### src/rtl/axi_taint_source.sv
// Passive AXI4 read-channel monitor: tags R beats whose originating AR hit one of NUM_WIN windows.
// Optional feature macro: AXI_TAINT_SOURCE_STATS_EN adds the taint_beats counter port.
module axi_taint_source #(
  parameter int unsigned ADDR_WIDTH = 32,
  parameter int unsigned ID_WIDTH   = 4,
  parameter int unsigned DATA_WIDTH = 64,
  parameter int unsigned DEPTH      = 4,
  parameter int unsigned NUM_WIN    = 2,
  parameter logic [NUM_WIN*ADDR_WIDTH-1:0] WIN_BASE  = {32'h80005000, 32'h80004000},
  parameter logic [NUM_WIN*ADDR_WIDTH-1:0] WIN_LIMIT = {32'h80006000, 32'h80005000}
) (
  input  logic                  clock,
  input  logic                  reset,
  input  logic                  taint_en,
  input  logic                  ar_valid,
  input  logic                  ar_ready,
  input  logic [ID_WIDTH-1:0]   ar_id,
  input  logic [ADDR_WIDTH-1:0] ar_addr,
  input  logic                  r_valid,
  input  logic                  r_ready,
  input  logic [ID_WIDTH-1:0]   r_id,
  input  logic                  r_last,
  output logic [DATA_WIDTH-1:0] r_taint,
  output logic                  overflow,
  output logic                  orphan,
  output logic [NUM_WIN-1:0]    win_hits
`ifdef AXI_TAINT_SOURCE_STATS_EN
  ,
  output logic [31:0]           taint_beats
`endif
);

  localparam int unsigned NUM_IDS = 1 << ID_WIDTH;
  localparam int unsigned PTR_W   = $clog2(DEPTH);
  localparam int unsigned CNT_W   = PTR_W + 1;
  localparam logic [CNT_W-1:0] FULL_CNT = CNT_W'(DEPTH);

  logic [DEPTH-1:0] hit_q  [NUM_IDS];
  logic [DEPTH-1:0] hit_d  [NUM_IDS];
  logic [PTR_W-1:0] wptr_q [NUM_IDS];
  logic [PTR_W-1:0] wptr_d [NUM_IDS];
  logic [PTR_W-1:0] rptr_q [NUM_IDS];
  logic [PTR_W-1:0] rptr_d [NUM_IDS];
  logic [CNT_W-1:0] cnt_q  [NUM_IDS];
  logic [CNT_W-1:0] cnt_d  [NUM_IDS];

  logic               overflow_q, overflow_d;
  logic               orphan_q, orphan_d;
  logic [NUM_WIN-1:0] win_hits_q, win_hits_d;

  logic               ar_fire_s, r_fire_s;
  logic [NUM_WIN-1:0] win_match_s;
  logic               ar_hit_s;
  logic               ar_full_s, r_empty_s, head_hit_s;
  logic               push_s, pop_s, taint_s;

  // Window decode on the AR address (inclusive base, exclusive limit, unsigned).
  always_comb begin
    win_match_s = '0;
    for (int w = 0; w < int'(NUM_WIN); w++) begin
      win_match_s[w] = (ar_addr >= WIN_BASE[w*ADDR_WIDTH +: ADDR_WIDTH]) &&
                       (ar_addr <  WIN_LIMIT[w*ADDR_WIDTH +: ADDR_WIDTH]);
    end
    ar_hit_s = taint_en & (|win_match_s);
  end

  // Handshake qualification; a full queue still accepts a push when its head pops on the same edge.
  always_comb begin
    ar_fire_s  = ar_valid & ar_ready;
    r_fire_s   = r_valid & r_ready;
    r_empty_s  = (cnt_q[r_id] == '0);
    head_hit_s = hit_q[r_id][rptr_q[r_id]];
    ar_full_s  = (cnt_q[ar_id] == FULL_CNT);
    pop_s      = r_fire_s & r_last & ~r_empty_s;
    push_s     = ar_fire_s & (~ar_full_s | (pop_s & (r_id == ar_id)));
    taint_s    = r_fire_s & ~r_empty_s & head_hit_s & reset;
  end

  // Per-ID FIFO next state and sticky flag accumulation.
  always_comb begin
    for (int i = 0; i < int'(NUM_IDS); i++) begin
      logic push_i;
      logic pop_i;
      push_i    = push_s & (ar_id == ID_WIDTH'(i));
      pop_i     = pop_s & (r_id == ID_WIDTH'(i));
      wptr_d[i] = push_i ? wptr_q[i] + PTR_W'(1) : wptr_q[i];
      rptr_d[i] = pop_i ? rptr_q[i] + PTR_W'(1) : rptr_q[i];
      cnt_d[i]  = cnt_q[i] + CNT_W'(push_i) - CNT_W'(pop_i);
      for (int j = 0; j < int'(DEPTH); j++) begin
        hit_d[i][j] = (push_i && (wptr_q[i] == PTR_W'(j))) ? ar_hit_s : hit_q[i][j];
      end
    end
    overflow_d = overflow_q | (ar_fire_s & ~push_s);
    orphan_d   = orphan_q | (r_fire_s & r_empty_s);
    win_hits_d = win_hits_q | ((ar_fire_s & taint_en) ? win_match_s : {NUM_WIN{1'b0}});
  end

  // State registers.
  always_ff @(posedge clock or negedge reset) begin
    if (!reset) begin
      for (int i = 0; i < int'(NUM_IDS); i++) begin
        hit_q[i]  <= '0;
        wptr_q[i] <= '0;
        rptr_q[i] <= '0;
        cnt_q[i]  <= '0;
      end
      overflow_q <= 1'b0;
      orphan_q   <= 1'b0;
      win_hits_q <= '0;
    end else begin
      for (int i = 0; i < int'(NUM_IDS); i++) begin
        hit_q[i]  <= hit_d[i];
        wptr_q[i] <= wptr_d[i];
        rptr_q[i] <= rptr_d[i];
        cnt_q[i]  <= cnt_d[i];
      end
      overflow_q <= overflow_d;
      orphan_q   <= orphan_d;
      win_hits_q <= win_hits_d;
    end
  end

  assign r_taint  = {DATA_WIDTH{taint_s}};
  assign overflow = overflow_q;
  assign orphan   = orphan_q;
  assign win_hits = win_hits_q;

`ifdef AXI_TAINT_SOURCE_STATS_EN
  logic [31:0] beats_q, beats_d;

  // Saturating count of tainted R beats.
  always_comb begin
    if (taint_s && (beats_q != 32'hFFFF_FFFF)) begin
      beats_d = beats_q + 32'd1;
    end else begin
      beats_d = beats_q;
    end
  end

  // Tainted-beat counter register.
  always_ff @(posedge clock or negedge reset) begin
    if (!reset) begin
      beats_q <= 32'd0;
    end else begin
      beats_q <= beats_d;
    end
  end

  assign taint_beats = beats_q;
`endif

endmodule
### config.mk
export PLATFORM = sky130hd
export DESIGN_NAME = axi_taint_source
export DESIGN_NICKNAME = d
export VERILOG_FILES = /design/src/rtl/axi_taint_source.sv
export SDC_FILE = /design/constraint.sdc
export NUM_CORES = 1
export LEC_CHECK = 0
export ABC_AREA = 1
export ABC_CLOCK_PERIOD_IN_PS = 4800
export CAP_MARGIN = 5
export CORE_UTILIZATION = 54
export CTS_BUF_LIST = sky130_fd_sc_hd__clkbuf_2
export CTS_CLUSTER_SIZE = 14
export DETAILED_ROUTE_END_ITERATION = 8
export GPL_TIMING_DRIVEN = 0
export PLACE_DENSITY = 0.8
export SLEW_MARGIN = 20
export SYNTH_ARGS = -nofsm -noshare
export SYNTH_HDL_FRONTEND = slang
export SYNTH_SLANG_ARGS = --single-unit
### constraint.sdc
create_clock -name clock -period 4.8 [get_ports clock]
set_input_delay 0.72 -clock clock [delete_from_list [all_inputs] [get_ports clock]]
set_output_delay 0.72 -clock clock [all_outputs]
set_load 0.03 [all_outputs]
* Word-level counts from Yosys, hierarchy flattened
Cells that the tools add are included.
** Cells by class
- Add/sub/neg operators :: 64
- $lt $le $gt $ge :: 7
- Equality and inequality tests :: 80
- Mux-type cells :: 15
- Bitwise gates (word level) :: 54
- Reduce and logical (&&, ||, !) cells :: 86
** Operators by type and width (number)
- logical AND 1 bit :: 66
- adder 2 x 1 -> 2 bit (second input constant) :: 32
- equality test 2 bit (second input constant) :: 32
- equality test 4 bit (second input constant) :: 16
- >= comparator 32 bit (second input constant) :: 2
- < comparator 32 bit (second input constant) :: 2
- adder 3 x 1 -> 3 bit :: 16
- subtractor 3 x 1 -> 3 bit :: 16
- bitwise AND 1 bit :: 45
- equality test 2 x 1 -> 1 bit (second input constant) :: 16
- equality test 4 x 3 -> 1 bit (second input constant) :: 8
- zero test 2 bit :: 16
- binary-select mux 3 bit (select 4 bit) :: 2
- binary-select mux 4 bit (select 4 bit) :: 1
- equality test 4 x 2 -> 1 bit (second input constant) :: 4
- 2-to-1 mux 3 bit :: 4
- >= comparator 5 bit (second input constant) :: 2
- inverter 4 -> 5 bit :: 2
- binary-select mux 2 bit (select 4 bit) :: 1
- equality test 4 x 1 -> 1 bit (second input constant) :: 2
- zero test 4 bit :: 2
- 2-to-1 mux 4 bit :: 2
- 2-to-1 mux 2 bit :: 3
- equality test 4 bit :: 1
- 9 further kinds :: 13
** Storage, ports and cells
- Bits in registers :: 180
- Bits of input ports :: 48
- Output and inout bits :: 68
- Word-level logic and storage cells :: 421

* Depth between registers and ports, before layout
Gate-level depths: netlist of the first run.
- Word-level depth :: 13
- Gate-level depth with buffers :: 21
- Mapped depth without buffers :: 20

* Worst setup path before layout of the first run
Ideal clock, no wire load.
- Path kind :: input to output
- Start :: input port r_id[0]
- End :: output port r_taint[0]
- Arrival time :: 4.357 ns
- Data required time :: 4.080 ns
- Path slack :: -0.277 ns
- Stages :: 11
- Path buffers :: 3
- Cell sequence :: buf_2 > nand2_2 > clkbuf_1 > o22ai_1 > o21ai_0 > nand3_1 > nand3b_1 > o211ai_1 > nand2_1 > nor2_1 > buf_4
** On the way
- Cells in the longest elaborated chain, start to end :: 9
- Elaborated cells on any way between the ends :: 17
- Those cells by class :: 11 x mux; 5 x bitwise; 1 x reduce/logical
** RTL lines
- start: declaration :: line 21 : input logic [ID_WIDTH-1:0] r_id,
- inverter 4 -> 5 bit (not written as such) * :: line 71, 72
- binary-select mux 3 bit (select 4 bit) :: line 71 : r_empty_s = (cnt_q[r_id] == '0);
- 2-to-1 mux 3 bit (not written as such) (2 in series) :: line 71
- zero test 3 bit :: line 71
- inverter 1 bit :: line 76 : taint_s = r_fire_s & ~r_empty_s & head_hit_s & reset;
- bitwise AND 1 bit :: line 76
- bitwise AND 1 bit * (2 in series) :: line 76
- end: declaration :: line 23 : output logic [DATA_WIDTH-1:0] r_taint,
Every way passes the cells marked *; elsewhere a longest branch is shown, timed or not. The select of a mux whose other input is x is not followed.

* Worst setup path after layout of the first run
- Start :: input port r_id[0]
- End :: output port r_taint[56]
The elaborated chain is that of the path after synthesis.

==> results of run 1 <==
[power groups by stage]
| stage | Combinational [W] | Sequential (W) | Clock, W |
|---|---|---|---|
| 2_1_floorplan | 0.00105 | 0.00208 | 0 |
| 3_3_place_gp | 0.00138 | 0.00215 | 0 |
| 3_5_place_dp | 0.00145 | 0.00216 | 0 |
| 4_1_cts | 0.00145 | 0.00213 | 0.000881 |
| 5_1_grt | 0.00164 | 0.00219 | 0.000942 |
| 6_report | 0.00145 | 0.00214 | 0.000874 |
[routing by layer]
| metal | vias up | routed length [um] | track usage |
|---|---|---|---|
| met2 | 480 | 13300 | 0.443 |
| met3 | 52 | 2580 | 0.0562 |
| li1 | 4739 | - | - |
| met1 | 4744 | 12500 | 0.386 |
| met5 | - | 0 | 0 |
| met4 | 0 | 878 | 0.107 |
[worst max path at each step]
| stage | start | end | slack (ps) | depth (start not counted) |
|---|---|---|---|---|
| floorplan | r_id[0] | r_taint[0] | 550 | 11 |
| global placement | reset | r_taint[0] | -6420 | 5 |
| detailed placement | r_id[0] | r_taint[26] | -800 | 14 |
| CTS | r_id[0] | r_taint[57] | 1 | 14 |
| global route | r_id[0] | r_taint[63] | 8 | 13 |
| finish | r_id[0] | r_taint[56] | 130 | 14 |
[stage by stage]
step	cell area, um2	hold slack [ps]	total power [W]	instances	TNS [ps]
6_report	13200	406	0.00446	1791	0
2_1_floorplan	11300	424	0.00313	1378	0
5_1_grt	13200	448	0.00477	1791	0
3_3_place_gp	12700	457	0.00352	1751	-1225660
3_5_place_dp	12800	466	0.00361	1753	-45730
4_1_cts	13100	446	0.00446	1790	0
[timing repair]
item | in CTS | in global routing
hold buffers | 1 | 0
gates resized for setup | 50 | 29
endpoints found under the setup margin | 64 | 32
gates cloned | 1 | 0
endpoints found under the hold margin | 83 | 0
buffers inserted | 3 | 0
pin swaps | 2 | 0
[area by class of cell]
type | count | area share
clock buffers | 17 | 0.00647
clock inverters | 15 | 0.0137
diodes | 1 | 0.000190
multi-input cells | 920 | 0.421
flip-flops and latches | 180 | 0.343
well taps | 270 | 0.0257
inverters | 149 | 0.0425
repair buffers | 109 | 0.0883
plain buffers | 130 | 0.0595
[worst max-delay path, stage by stage]
cell and delay, ps:
clkdlybuf4s50_1 470, buf_2 240, nand2_4 190, clkbuf_4 270, o22ai_1 120, o21ai_0 250
nand3_1 150, nand3b_1 180, o211ai_1 100, nand2_1 190, nor2_4 140, buf_4 170
buf_4 110, clkdlybuf4s50_1 650
[cells in the final DEF (no fill, tap or decap), types with 2 or more instances in the layout]
| cell | instances |
|---|---|
| buf_1 | 7 |
| buf_16 | 2 |
| buf_2 | 24 |
| buf_4 | 68 |
| bufinv_16 | 3 |
| clkbuf_1 | 28 |
| clkbuf_2 | 18 |
| clkbuf_4 | 4 |
| clkdlybuf4s50_1 | 44 |
| clkinv_2 | 3 |
| clkinv_4 | 3 |
| dfrtp_1 | 180 |
| dlygate4sd2_1 | 32 |
| dlymetal6s2s_1 | 26 |
| fa_1 | 16 |
| ha_1 | 96 |
| inv_1 | 147 |
| inv_2 | 2 |
| inv_6 | 3 |
| nand2_1 | 358 |
| nand2_2 | 3 |
| nand3_1 | 67 |
| nand3b_1 | 3 |
| nand4_1 | 136 |
| nor2_1 | 58 |
| nor2_2 | 2 |
| nor2_4 | 3 |
| nor4_1 | 2 |
| o211ai_1 | 3 |
| o21ai_0 | 55 |
| o21ai_1 | 4 |
| o21bai_1 | 4 |
| o22ai_1 | 48 |
| or2_2 | 8 |
| xnor2_1 | 19 |
| xor2_1 | 29 |
[flip-flops by register name (all words and copies together) (netlist names)]
register,flops
orphan,1
win_hits,2
rptr_q,32
hit_q,64
wptr_q,32
cnt_q,48
overflow,1
[cells by family after synthesis]
group | share of synthesized area
compound gates | 0.0597
xor+xnor | 0.0371
fa+ha+maj | 0.134
buf+inv | 0.117
flops | 0.397
simple gates | 0.255
==> metrics.csv, run 1 <==
stage,metric,value,unit
drt,vias per cell,5.59,
sta,Final period util,0.973,
worst_setup_path,worst setup path class,input pin to primary output,
global_route,largest net degree at the start of global routing,99,
power_and_ir_drop,Cell Pwr Density,339,nW/um2
place,Port Buffers,103,
worst_setup_path,R2R Path Start,cnt_q[16],
synth,synthesized flop and latch total,180,
worst_setup_path,FF-to-FF path depth,19,
sta,Final Critical Period,4670,ps
sta,fmax,0.214,GHz
worst_setup_path,Critical Path Start Type,input pin,
synth,Synth area leader,dfrtp_1,
layout,nets@finish,1667,
synth,synth unique cells,30,
worst_setup_path,Setup crit end kind,primary output,
synth,number of synthesis warnings,0,
sta,PnR worst setup slack,131,ps
layout,multi-input logic area,5540,um2
place,placer congestion estimate,0.892,
drt,DRC violations left,0,
synth,synth top area cells,"dfrtp_1, nand2_1, ha_1",
clocking,htree depth,4,
die,Placement Rows,52,
global_route,initial antenna violation count,1,
global_route,vias in the first global route,9468,
die,Core Footprint,20400,um2
power_and_ir_drop,switching part of the total power,0.389,
synth,share of the synthesized area in the top cell type,0.397,
clocking,Worst-Skew Late Latency,810,ps
die,Initial Utilization,0.555,
drt,Routed WL,29300,um
global_route,global-route wire length before repair,47900,um
place,post-detail-place hpwl,21400,um
layout,Sequential Area,4500,um2
synth,Post-Syn Nets,1538,
run_status,status,"finished, final reports clean",
sta,Worst Skew,34.6,ps
layout,share of cells above drive strength 1,0.101,
sta,Worst-Margin Slew,734,ps
clocking,clock root buffer,clkbuf_2,
worst_setup_path,Worst R2R Setup Slack,1410,ps
worst_setup_path,worst reg2reg path endpoint,cnt_q[17],
layout,Layout fillers,1714,
clocking,# clock sinks,180,
sta,Final Hold Fails,0,
worst_setup_path,Worst EP arrival,3950,ps
power_and_ir_drop,VDD IR max,0.212,mV
sta,Rel. slew slack,0.509,
synth,register area share after synthesis,0.397,
clocking,Clock Path Buffers,2,
power_and_ir_drop,clock power share,0.196,
drt,Iter 0 DRT Violations,936,
power_and_ir_drop,leakage power,7.43,nW
die,Die Wd,147,um
power_and_ir_drop,net switching power,0.00173,W
clocking,CTS tree,yes,
drt,DR pass1 iterations,9,
drt,post-DR wirelength/cell,16.4,um
worst_setup_path,CP Data Required Time,4080,ps
run,Max Cap Viol,0,
sta,max-slew violations,0,
power_and_ir_drop,Flop pwr share,0.479,
synth,synth cell count leaders,"nand2_1, dfrtp_1, inv_1",
die,full die area,21600,um2
synth,most frequent cell after synthesis,nand2_1,
die,Die Span Y,147,um
sta,Finish-stage setup viols,0,
synth,Post-synth ARST share,1.00,
synth,Synth Cell Area,11300,um2
global_route,Total Routing Usage GR,0.282,
hold_path,Hold Crit Class,input pin to async pin,
global_route,grt total ovfl,0,
drt,Vias,10000,
layout,Layout area overhead,16.0,%
synth,Mean Syn Cell Area,8.23,um2
place,pre-CTS setup slack,-799,ps
layout,Util after Layout,0.644,
synth,post-synthesis instance total,1378,
clocking,CTS Buf Count,17,
power_and_ir_drop,combinational share of power,0.325,
worst_setup_path,worst-path fanout max,10,
power_and_ir_drop,Pint,0.00273,W
sta,RSZ-0062 raised after global routing,false,
drt,Antenna Nets Post-Route,0,
synth,ys flop type,dfrtp_1,
synth,Post-synth EDFFs,0,
die,num ports,116,
clocking,"Clk pin slew, worst setup/hold paths",280,ps
(Power assumes the default switching activity.)
==> run 2, diff against run 1 <==
--- a/config.mk
+++ b/config.mk
@@ -8,12 +8,12 @@
 export ABC_AREA = 1
 export ABC_CLOCK_PERIOD_IN_PS = 4800
 export CAP_MARGIN = 5
-export CORE_UTILIZATION = 54
+export CORE_UTILIZATION = 32
 export CTS_BUF_LIST = sky130_fd_sc_hd__clkbuf_2
-export CTS_CLUSTER_SIZE = 14
+export CTS_CLUSTER_SIZE = 12
 export DETAILED_ROUTE_END_ITERATION = 8
 export GPL_TIMING_DRIVEN = 0
-export PLACE_DENSITY = 0.8
+export PLACE_DENSITY = 0.53
 export SLEW_MARGIN = 20
 export SYNTH_ARGS = -nofsm -noshare
 export SYNTH_HDL_FRONTEND = slang
==> constraint.sdc (replaced) <==
create_clock -name clock -period 4.8 [get_ports clock]
set_input_delay 0.72 -clock clock [delete_from_list [all_inputs] [get_ports clock]]
set_output_delay 0.72 -clock clock [all_outputs]
set_load 0.01 [all_outputs]
==> metrics.csv, run 2 (synthesis gave the netlist of run 1 again) <==
stage,metric,value,unit,change
sta,Final Critical Period,4610,ps,-58.7 ps
die,Placement Rows,68,,+31%
worst_setup_path,CP max stage delay,530,ps,-120 ps
worst_setup_path,worst-path fanout max,34,,+24
layout,flip-flop count of the largest register after layout,64,,unchanged
global_route,M2 GR Usage,0.292,,-0.152
worst_setup_path,worst-path cell chain,clkdlybuf4s50_1 > buf_4 > nand2_4 > buf_4 > o22ai_1 > o21ai_1 > nand4_1 > o211ai_1 > nand2_2 > nor2_4 > buf_16 > buf_4 > clkdlybuf4s50_1,,
sta,hold_ws,283,ps,-123 ps
worst_setup_path,Critical Path Start Type,input pin,,
global_route,initial antenna violation count,1,,unchanged
clocking,clock root buffer,clkbuf_2,,
clocking,CTS tree,yes,,
drt,vias per cell,4.92,,-12%
drt,DR pass1 iterations,5,,-4
run_status,status,"finished, final reports clean",,
global_route,met3 Track Usage GR,0.0422,,-0.0140
place,post-detail-place hpwl,23700,um,+11%
drt,Vias,9730,,-2.8%
drt,DRC violations left,0,,unchanged
sta,Worst-Margin Slew,728,ps,-6.15 ps
clocking,"Clk pin slew, worst setup/hold paths",310,ps,+30 ps
hold_path,Hold Crit Class,input pin to async pin,,
clocking,# clock sinks,180,,unchanged
sta,Final period util,0.960,,-0.0122
worst_setup_path,Worst EP arrival,3890,ps,-60 ps
worst_setup_path,worst reg2reg path endpoint,cnt_q[17],,
clocking,CTS Buf Count,17,,unchanged
layout,nets@finish,1668,,+0.060%
worst_setup_path,cell mode on critical path,buf_4,,
die,Die Wd,190,um,+29%
worst_setup_path,crit path max-delay cell type,clkdlybuf4s50_1,,
worst_setup_path,Worst Setup EP,r_taint[48],,
power_and_ir_drop,Cell Pwr Density,332,nW/um2,-2.2%
layout,most flop-heavy register,hit_q,,
die,Initial Utilization,0.327,,-0.228
run,Max Cap Viol,0,,unchanged
die,full die area,36200,um2,+68%
sta,final setup TNS,0,ps,unchanged
layout,share of cells above drive strength 1,0.105,,+0.00454
sta,Final Hold Fails,0,,unchanged
die,Die Span Y,190,um,+29%
worst_setup_path,Setup crit end kind,primary output,,
global_route,GR peak layer,met2,,
global_route,vias in the first global route,9394,,-0.78%
worst_setup_path,CP Data Required Time,4080,ps,about the same
global_route,Total Routing Usage GR,0.187,,-0.0954
layout,"commonest cells after routing, fill and taps aside","nand2_1, dfrtp_1, inv_1",,
layout,Layout area overhead,18.8,%,
layout,Layout fillers,3605,,+110%
power_and_ir_drop,leakage power,6.86,nW,-7.6%
die,num ports,116,,unchanged
clocking,Worst-Skew Late Latency,810,ps,about the same
worst_setup_path,FF-to-FF path depth,16,,-3
drt,Routed WL,32800,um,+12%
global_route,largest net degree at the start of global routing,89,,-10%
sta,Worst Skew,42.9,ps,+8.35 ps
layout,Largest regs,"hit_q x64, cnt_q x48",,
drt,Antenna Nets Post-Route,0,,unchanged
sta,Finish-stage setup viols,0,,unchanged
drt,post-DR wirelength/cell,16.6,um,+1.3%
global_route,grt total ovfl,0,,unchanged
global_route,global-route wire length before repair,51700,um,+7.8%
sta,RSZ-0062 raised after global routing,false,,
sta,Rel. slew slack,0.513,,+0.00411
global_route,grt met1 use,0.256,,-0.130
sta,max-slew violations,0,,unchanged
drt,Iter 0 DRT Violations,654,,-30%
die,Core Footprint,34700,um2,+70%
power_and_ir_drop,VDD IR max,0.189,mV,-11%
clocking,htree depth,4,,unchanged
place,placer congestion estimate,0.845,,-5.2%
worst_setup_path,R2R Path Start,cnt_q[40],,
place,Port Buffers,103,,unchanged
worst_setup_path,worst setup path class,input pin to primary output,,
sta,fmax,0.217,GHz,+1.3%
worst_setup_path,Worst R2R Setup Slack,1220,ps,-190 ps
layout,"commonest non-fill, non-tap cell in the layout",nand2_1,,
worst_setup_path,Setup crit start,r_id[1],,
clocking,Clock Path Buffers,2,,unchanged
run 2: cell count changes in the layout (fill, tap and decap cells not counted), sizes merged:
cell,delta
clkdlybuf4s50,+57
clkinvlp,+1
dlygate4sd2,-32
inv,-1
dlymetal6s2s,-25
clkbuf,-1
buf,+2
run 2: routing by layer:
metal | vias to the layer above | share of wire
li1 | 4740 | -
met1 | 4632 | 0.47
met2 | 313 | 0.44
met3 | 45 | 0.062
met4 | 0 | 0.023
met5 | - | 0
run 2: worst min path at each step:
stage | startpoint | endpoint | slack, ps | cells after the start
2_1_floorplan | reset | cnt_q[0] | 420 | 0
3_3_place_gp | orphan | orphan | 460 | 1
3_5_place_dp | overflow | overflow | 470 | 1
4_1_cts | reset | cnt_q[34] | 240 | 2
5_1_grt | reset | cnt_q[34] | 200 | 2
6_report | reset | wptr_q[26] | 280 | 2
run 2: stage by stage:
step                cells  setup slack, ps  instance area (um2)   util  total power, W
floorplan            1378              602                11300      -         0.00307
global placement     1936            -6970                12900  0.373         0.00353
detailed placement   1939            -1050                13000  0.375         0.00358
CTS                  1975             21.1                13400  0.386         0.00450
global route         1977             8.93                13500  0.388         0.00481
finish               1977              190                13500  0.388         0.00446
run 2: layout make-up:
type | instances | area, um2 | area share
multi-input cells | 920 | 5580 | 0.415
flip-flops and latches | 180 | 4500 | 0.335
repair buffers | 110 | 1150 | 0.0857
plain buffers | 130 | 822 | 0.0611
well taps | 455 | 569 | 0.0423
inverters | 149 | 563 | 0.0418
clock inverters | 15 | 180 | 0.0134
clock buffers | 17 | 85.1 | 0.00632
diodes | 1 | 2.50 | 0.000186
run 2: report_power, final:
| part | total [W] | internal (W) | switching (W) |
|---|---|---|---|
| Combinational | 0.00143 | 0.000615 | 0.000813 |
| Clock | 0.000902 | 0.000299 | 0.000604 |
| Sequential | 0.00213 | 0.00183 | 0.000301 |
run 2: timing repair:
action,CTS,global route
gates resized for setup,30,21
buffers inserted,2,1
hold endpoints to repair,27,0
gates cloned,1,0
endpoints found under the setup margin,64,64
hold buffers,1,0
pin swaps,1,1
run 2: critical path: cells and delay by family:
kind | cells | cell delay [ps]
buf+inv | 6 | 1750
simple gates | 4 | 780
compound gates | 3 | 590
==> edit 1: new RTL, settings of run 2 <==
Register the output `overflow` once more, without a reset; this adds one clock of latency there. The other outputs are not delayed to match.
--- a/src/rtl/axi_taint_source.sv
+++ b/src/rtl/axi_taint_source.sv
@@ -122,5 +122,7 @@
 
   assign r_taint  = {DATA_WIDTH{taint_s}};
-  assign overflow = overflow_q;
+  always_ff @(posedge clock) begin
+    overflow <= overflow_q;
+  end
   assign orphan   = orphan_q;
   assign win_hits = win_hits_q;
Check against the original RTL: not equivalent (Yosys sat finds a counterexample within 10 cycles, from zero or initial values and one cycle with reset low).
==> edit 1 against run 2 <==
- hold slack improved by 0.11 ns
- cell area is 0.17% lower
- critical path type unchanged
- sequential cell count increased by 1
- synthesized area up 0.18%
- die area grew 0.17%
- clock skew is 0.047 ns higher
- total power about the same
- critical path depth is the same
- count of clock-buffer cells in the layout grew 1
- setup slack lost 0.050 ns
- routed wire length decreased by 1.3%
==> edit 1: results (changes against run 2) <==
stage	metric	value	unit	change
status	status	finished clean		
critical_path	crit-path max FO	41		+21%
power_and_ir_drop	LEAKAGE	6.84	nW	-0.35%
synthesis	Adder-Cell Fraction of Synth Area	13.4	%	-0.024 points
route	Routed wire per std cell	16.4	µm	-1.2%
synthesis	Synth Net Count	1539		+0.065%
sta	Clock Skews	0.0896	ns	+0.0467 ns
synthesis	Synth area leaders	dfrtp_1, nand2_1, ha_1, nand4_1, inv_1		
clocking	Reg clk slew, reported paths	0.31	ns	about the same
route	via count	9706		-0.25%
sta	Max Clock Freq	215	MHz	-1.1%
route	Initial DRC Count	619		-5.4%
global_route	initial antenna violation count	1		unchanged
global_route	met2 Usage GRT	28.3	%	-0.81 points
synthesis	Synth Area in Compound Gates	5.96	%	-0.011 points
critical_path	critical path capture point	r_taint[38]		
final_layout	share of cells above drive strength 1	10.3	%	-0.19 points
route	final WL	32400	µm	-1.3%
place	Post-DP Area	13000	µm²	about the same
global_route	met1 usage	26.0	%	+0.39 points
power_and_ir_drop	Peak VDD IR	0.195	mV	+3.5%
place	Place WS	-0.978	ns	+0.0725 ns
critical_path	CP arrival	3.94	ns	+0.05 ns
global_route	vias in the first global route	9157		-2.5%
sta	slew margin rel.	51.9	%	+0.64 points
global_route	pin count of the biggest net entering global routing	74		-17%
synthesis	Synth Area in XOR/XNOR	3.70	%	-0.0065 points
global_route	first-pass GRT wire length	51200	µm	-1.0%
place	DP Wirelength	23700	µm	-0.29%
synthesis	FFs w/ async S/R, synth	99.4	%	-0.55 points
route	WL met2	14700	µm	+0.82%
synthesis	fraction of the yosys area taken by sequential cells	39.8	%	+0.11 points
critical_path	R2R Path Start	cnt_q[37]		
synthesis	Syn Area/Cell	8.23	µm²	+0.10%
final_layout	nets@finish	1667		-0.060%
route	Post-Route M1 WL	15000	µm	-2.6%
global_route	M3 GR Usage	3.07	%	-1.2 points
synthesis	synth unique cells	31		+3.3%
critical_path	Worst setup startpoint	r_id[0]		
global_route	All-Layer GR Usage	18.3	%	-0.34 points
route	DR pass1 iterations	7		+2
critical_path	R2R setup slack	1.34	ns	+0.12 ns
edit 1: changes by cell type in the layout (fill, tap and decap cells not counted), sizes merged:
cell and delta:
buf -2, clkinv -1, clkdlybuf4s50 +1, dfxtp +1, dlymetal6s2s -1, clkbuf +1
edit 1: how the worst min path moves through the flow:
stage	startpoint	to	slack (ns)	cells past startpoint
after CTS	reset	wptr_q[24]	0.34	2
final	reset	wptr_q[24]	0.39	2
after global placement	overflow_q	overflow	0.36	0
after floorplan	overflow_q	overflow	0.34	0
after global routing	reset	wptr_q[25]	0.31	2
after detailed placement	overflow_q	overflow	0.36	0
edit 1: what timing repair did:
action / CTS / global route
gates resized for setup: 30 / 14
hold buffers: 1 / 0
hold endpoints to repair: 51 / 0
pin swaps: 1 / 0
setup buffers: 1 / 0
cloned: 1 / 0
endpoints found under the setup margin: 64 / 64
edit 1: worst max-delay path: stages:
cell	delay, ns
clkdlybuf4s50_1	0.56
inv_1	0.13
nand2_2	0.20
buf_4	0.27
o22ai_1	0.12
o21ai_0	0.25
nand4_1	0.21
o211ai_1	0.23
nand2_2	0.16
nor2_4	0.19
buf_12	0.21
buf_4	0.13
clkdlybuf4s50_1	0.53
edit 1: power breakdown:
group	switching (W)	leakage, nW	internal, W
Sequential	0.000303	2.34	0.00184
Clock	0.000598	0.153	0.000299
Combinational	0.000809	4.35	0.000610
Total	0.00171	6.84	0.00275
edit 1: layout make-up:
class	count	area [µm²]
inverters	149	559
repair buffers	108	1130
diodes	1	2.50
fillers	3594	21300
flip-flops and latches	181	4520
well taps	455	569
clock buffers	18	90.1
clock inverters	14	175
multi-input cells	920	5570
plain buffers	130	823
==> edit 2: new RTL, settings of run 2 <==
Made on the original files. The parameter `ADDR_WIDTH` goes from 32 to 48.
--- a/src/rtl/axi_taint_source.sv
+++ b/src/rtl/axi_taint_source.sv
@@ -2,5 +2,5 @@
 // Optional feature macro: AXI_TAINT_SOURCE_STATS_EN adds the taint_beats counter port.
 module axi_taint_source #(
-  parameter int unsigned ADDR_WIDTH = 32,
+  parameter int unsigned ADDR_WIDTH = 48,
   parameter int unsigned ID_WIDTH   = 4,
   parameter int unsigned DATA_WIDTH = 64,
Interface: changed (resized ar_addr); port bits go from 116 to 132. No check against the original RTL was run, so the function may have changed too.
==> edit 2 against run 2 <==
- critical path depth shrank 1
- setup slack lost 0.057 ns
- total power grew 1.0%
- clock skew grew 0.017 ns
- sequential cell count is the same
- sequential share of layout area shrank 0.31 points
- routed wire length shrank 0.39%
- synthesized area grew 0.44%
- first-iteration DRC count grew 28%
- cell area grew 0.94%
- fmax shrank 1.2%
- highest routed layer unchanged
==> edit 2: results (changes against run 2) <==
stage	metric	value	unit	change
place	DP Wirelength	23800	µm	about the same
global_route	All-Layer GR Usage	18.3	%	-0.37 points
synthesis	top cells by instance count after synthesis	nand2_1, dfrtp_1, inv_1		
place	dpl cells	1965		+1.3%
route	final WL	32700	µm	-0.39%
clocking	Reg clk slew, reported paths	0.27	ns	-0.04 ns
sta	slew margin rel.	50.5	%	-0.81 points
route	Initial DRC Count	836		+28%
synthesis	Synth Net Count	1566		+1.8%
global_route	met2 Usage GRT	28.9	%	-0.27 points
place	Place WS	-1.05	ns	-0.00213 ns
power_and_ir_drop	Peak VDD IR	0.165	mV	-13%
place	Post-DP Area	13200	µm²	+1.3%
route	metal3 WL	2270	µm	+11%
critical_path	R2R Path Start	cnt_q[25]		
route	Routed wire per std cell	16.3	µm	-1.5%
status	status	finished clean		
critical_path	R2R setup slack	1.15	ns	-0.07 ns
synthesis	Cells after Synth	1390		+0.87%
place	routability cong.	0.856		+1.3%
synthesis	fraction of the yosys area taken by sequential cells	39.6	%	-0.17 points
route	via count	9772		+0.43%
power_and_ir_drop	LEAKAGE	6.93	nW	+0.93%
synthesis	Synth area leaders	dfrtp_1, nand2_1, ha_1, nand4_1, inv_1		
sta	Clock Skews	0.0595	ns	+0.0165 ns
global_route	vias in the first global route	9260		-1.4%
critical_path	R2R Path End	cnt_q[41]		
final_layout	nets@finish	1707		+2.3%
critical_path	crit-path max FO	37		+8.8%
global_route	pin count of the biggest net entering global routing	93		+4.5%
global_route	first-pass GRT wire length	51000	µm	-1.3%
place	IO Port Bufs	118		+15%
==> edit 2: kinds of logic after synthesis <==
family          count (synthesis)  synth area share [%]
simple gates                  643                  25.5
buf+inv                       291                  12.1
flops                         180                  39.6
compound gates                118                  5.90
fa+ha+maj                     112                  13.4
xor+xnor                       46                  3.54
==> edit 2: how the worst max path moves through the flow <==
stage                     slack [ns]  cells after the start     endpoint     from
after global routing          -0.006                     12  r_taint[50]  r_id[1]
after floorplan                 0.59                     11   r_taint[0]  r_id[1]
after detailed placement       -1.05                     15  r_taint[24]  r_id[1]
after CTS                       0.01                     14  r_taint[24]  r_id[0]
after global placement         -6.85                      5  r_taint[44]    reset
final                           0.13                     12  r_taint[24]  r_id[1]
==> edit 2: through the flow <==
step           hold WS [ns]  power, W  setup TNS (ns)
3_5_place_dp          0.451   0.00368          -62.76
5_1_grt               0.473   0.00486         -0.0160
2_1_floorplan         0.424   0.00315               0
4_1_cts               0.472   0.00455               0
6_report              0.497   0.00451               0
3_3_place_gp          0.440   0.00362        -1363.47
==> edit 2: final cells by class <==
cell class | instances | area, µm²
flip-flops and latches | 180 | 4500
plain buffers | 131 | 847
well taps | 455 | 569
inverters | 159 | 597
multi-input cells | 920 | 5550
clock inverters | 13 | 150
fillers | 3548 | 21200
clock buffers | 19 | 95.1
repair buffers | 122 | 1270
diodes | 1 | 2.50
==> edit 2: power breakdown <==
group | switching (W) | leakage, nW | internal, W
logic | 0.000850 | 4.47 | 0.000642
clock network | 0.000607 | 0.139 | 0.000251
registers | 0.000308 | 2.32 | 0.00185
==> edit 2: what timing repair did <==
action / CTS / global route
cloned: 1 / 0
hold buffers: 1 / 0
resized for setup: 28 / 14
endpoints found under the setup margin: 64 / 64
pin swaps: 1 / 1
endpoints found under the hold margin: 88 / 0
setup buffers: 1 / 0
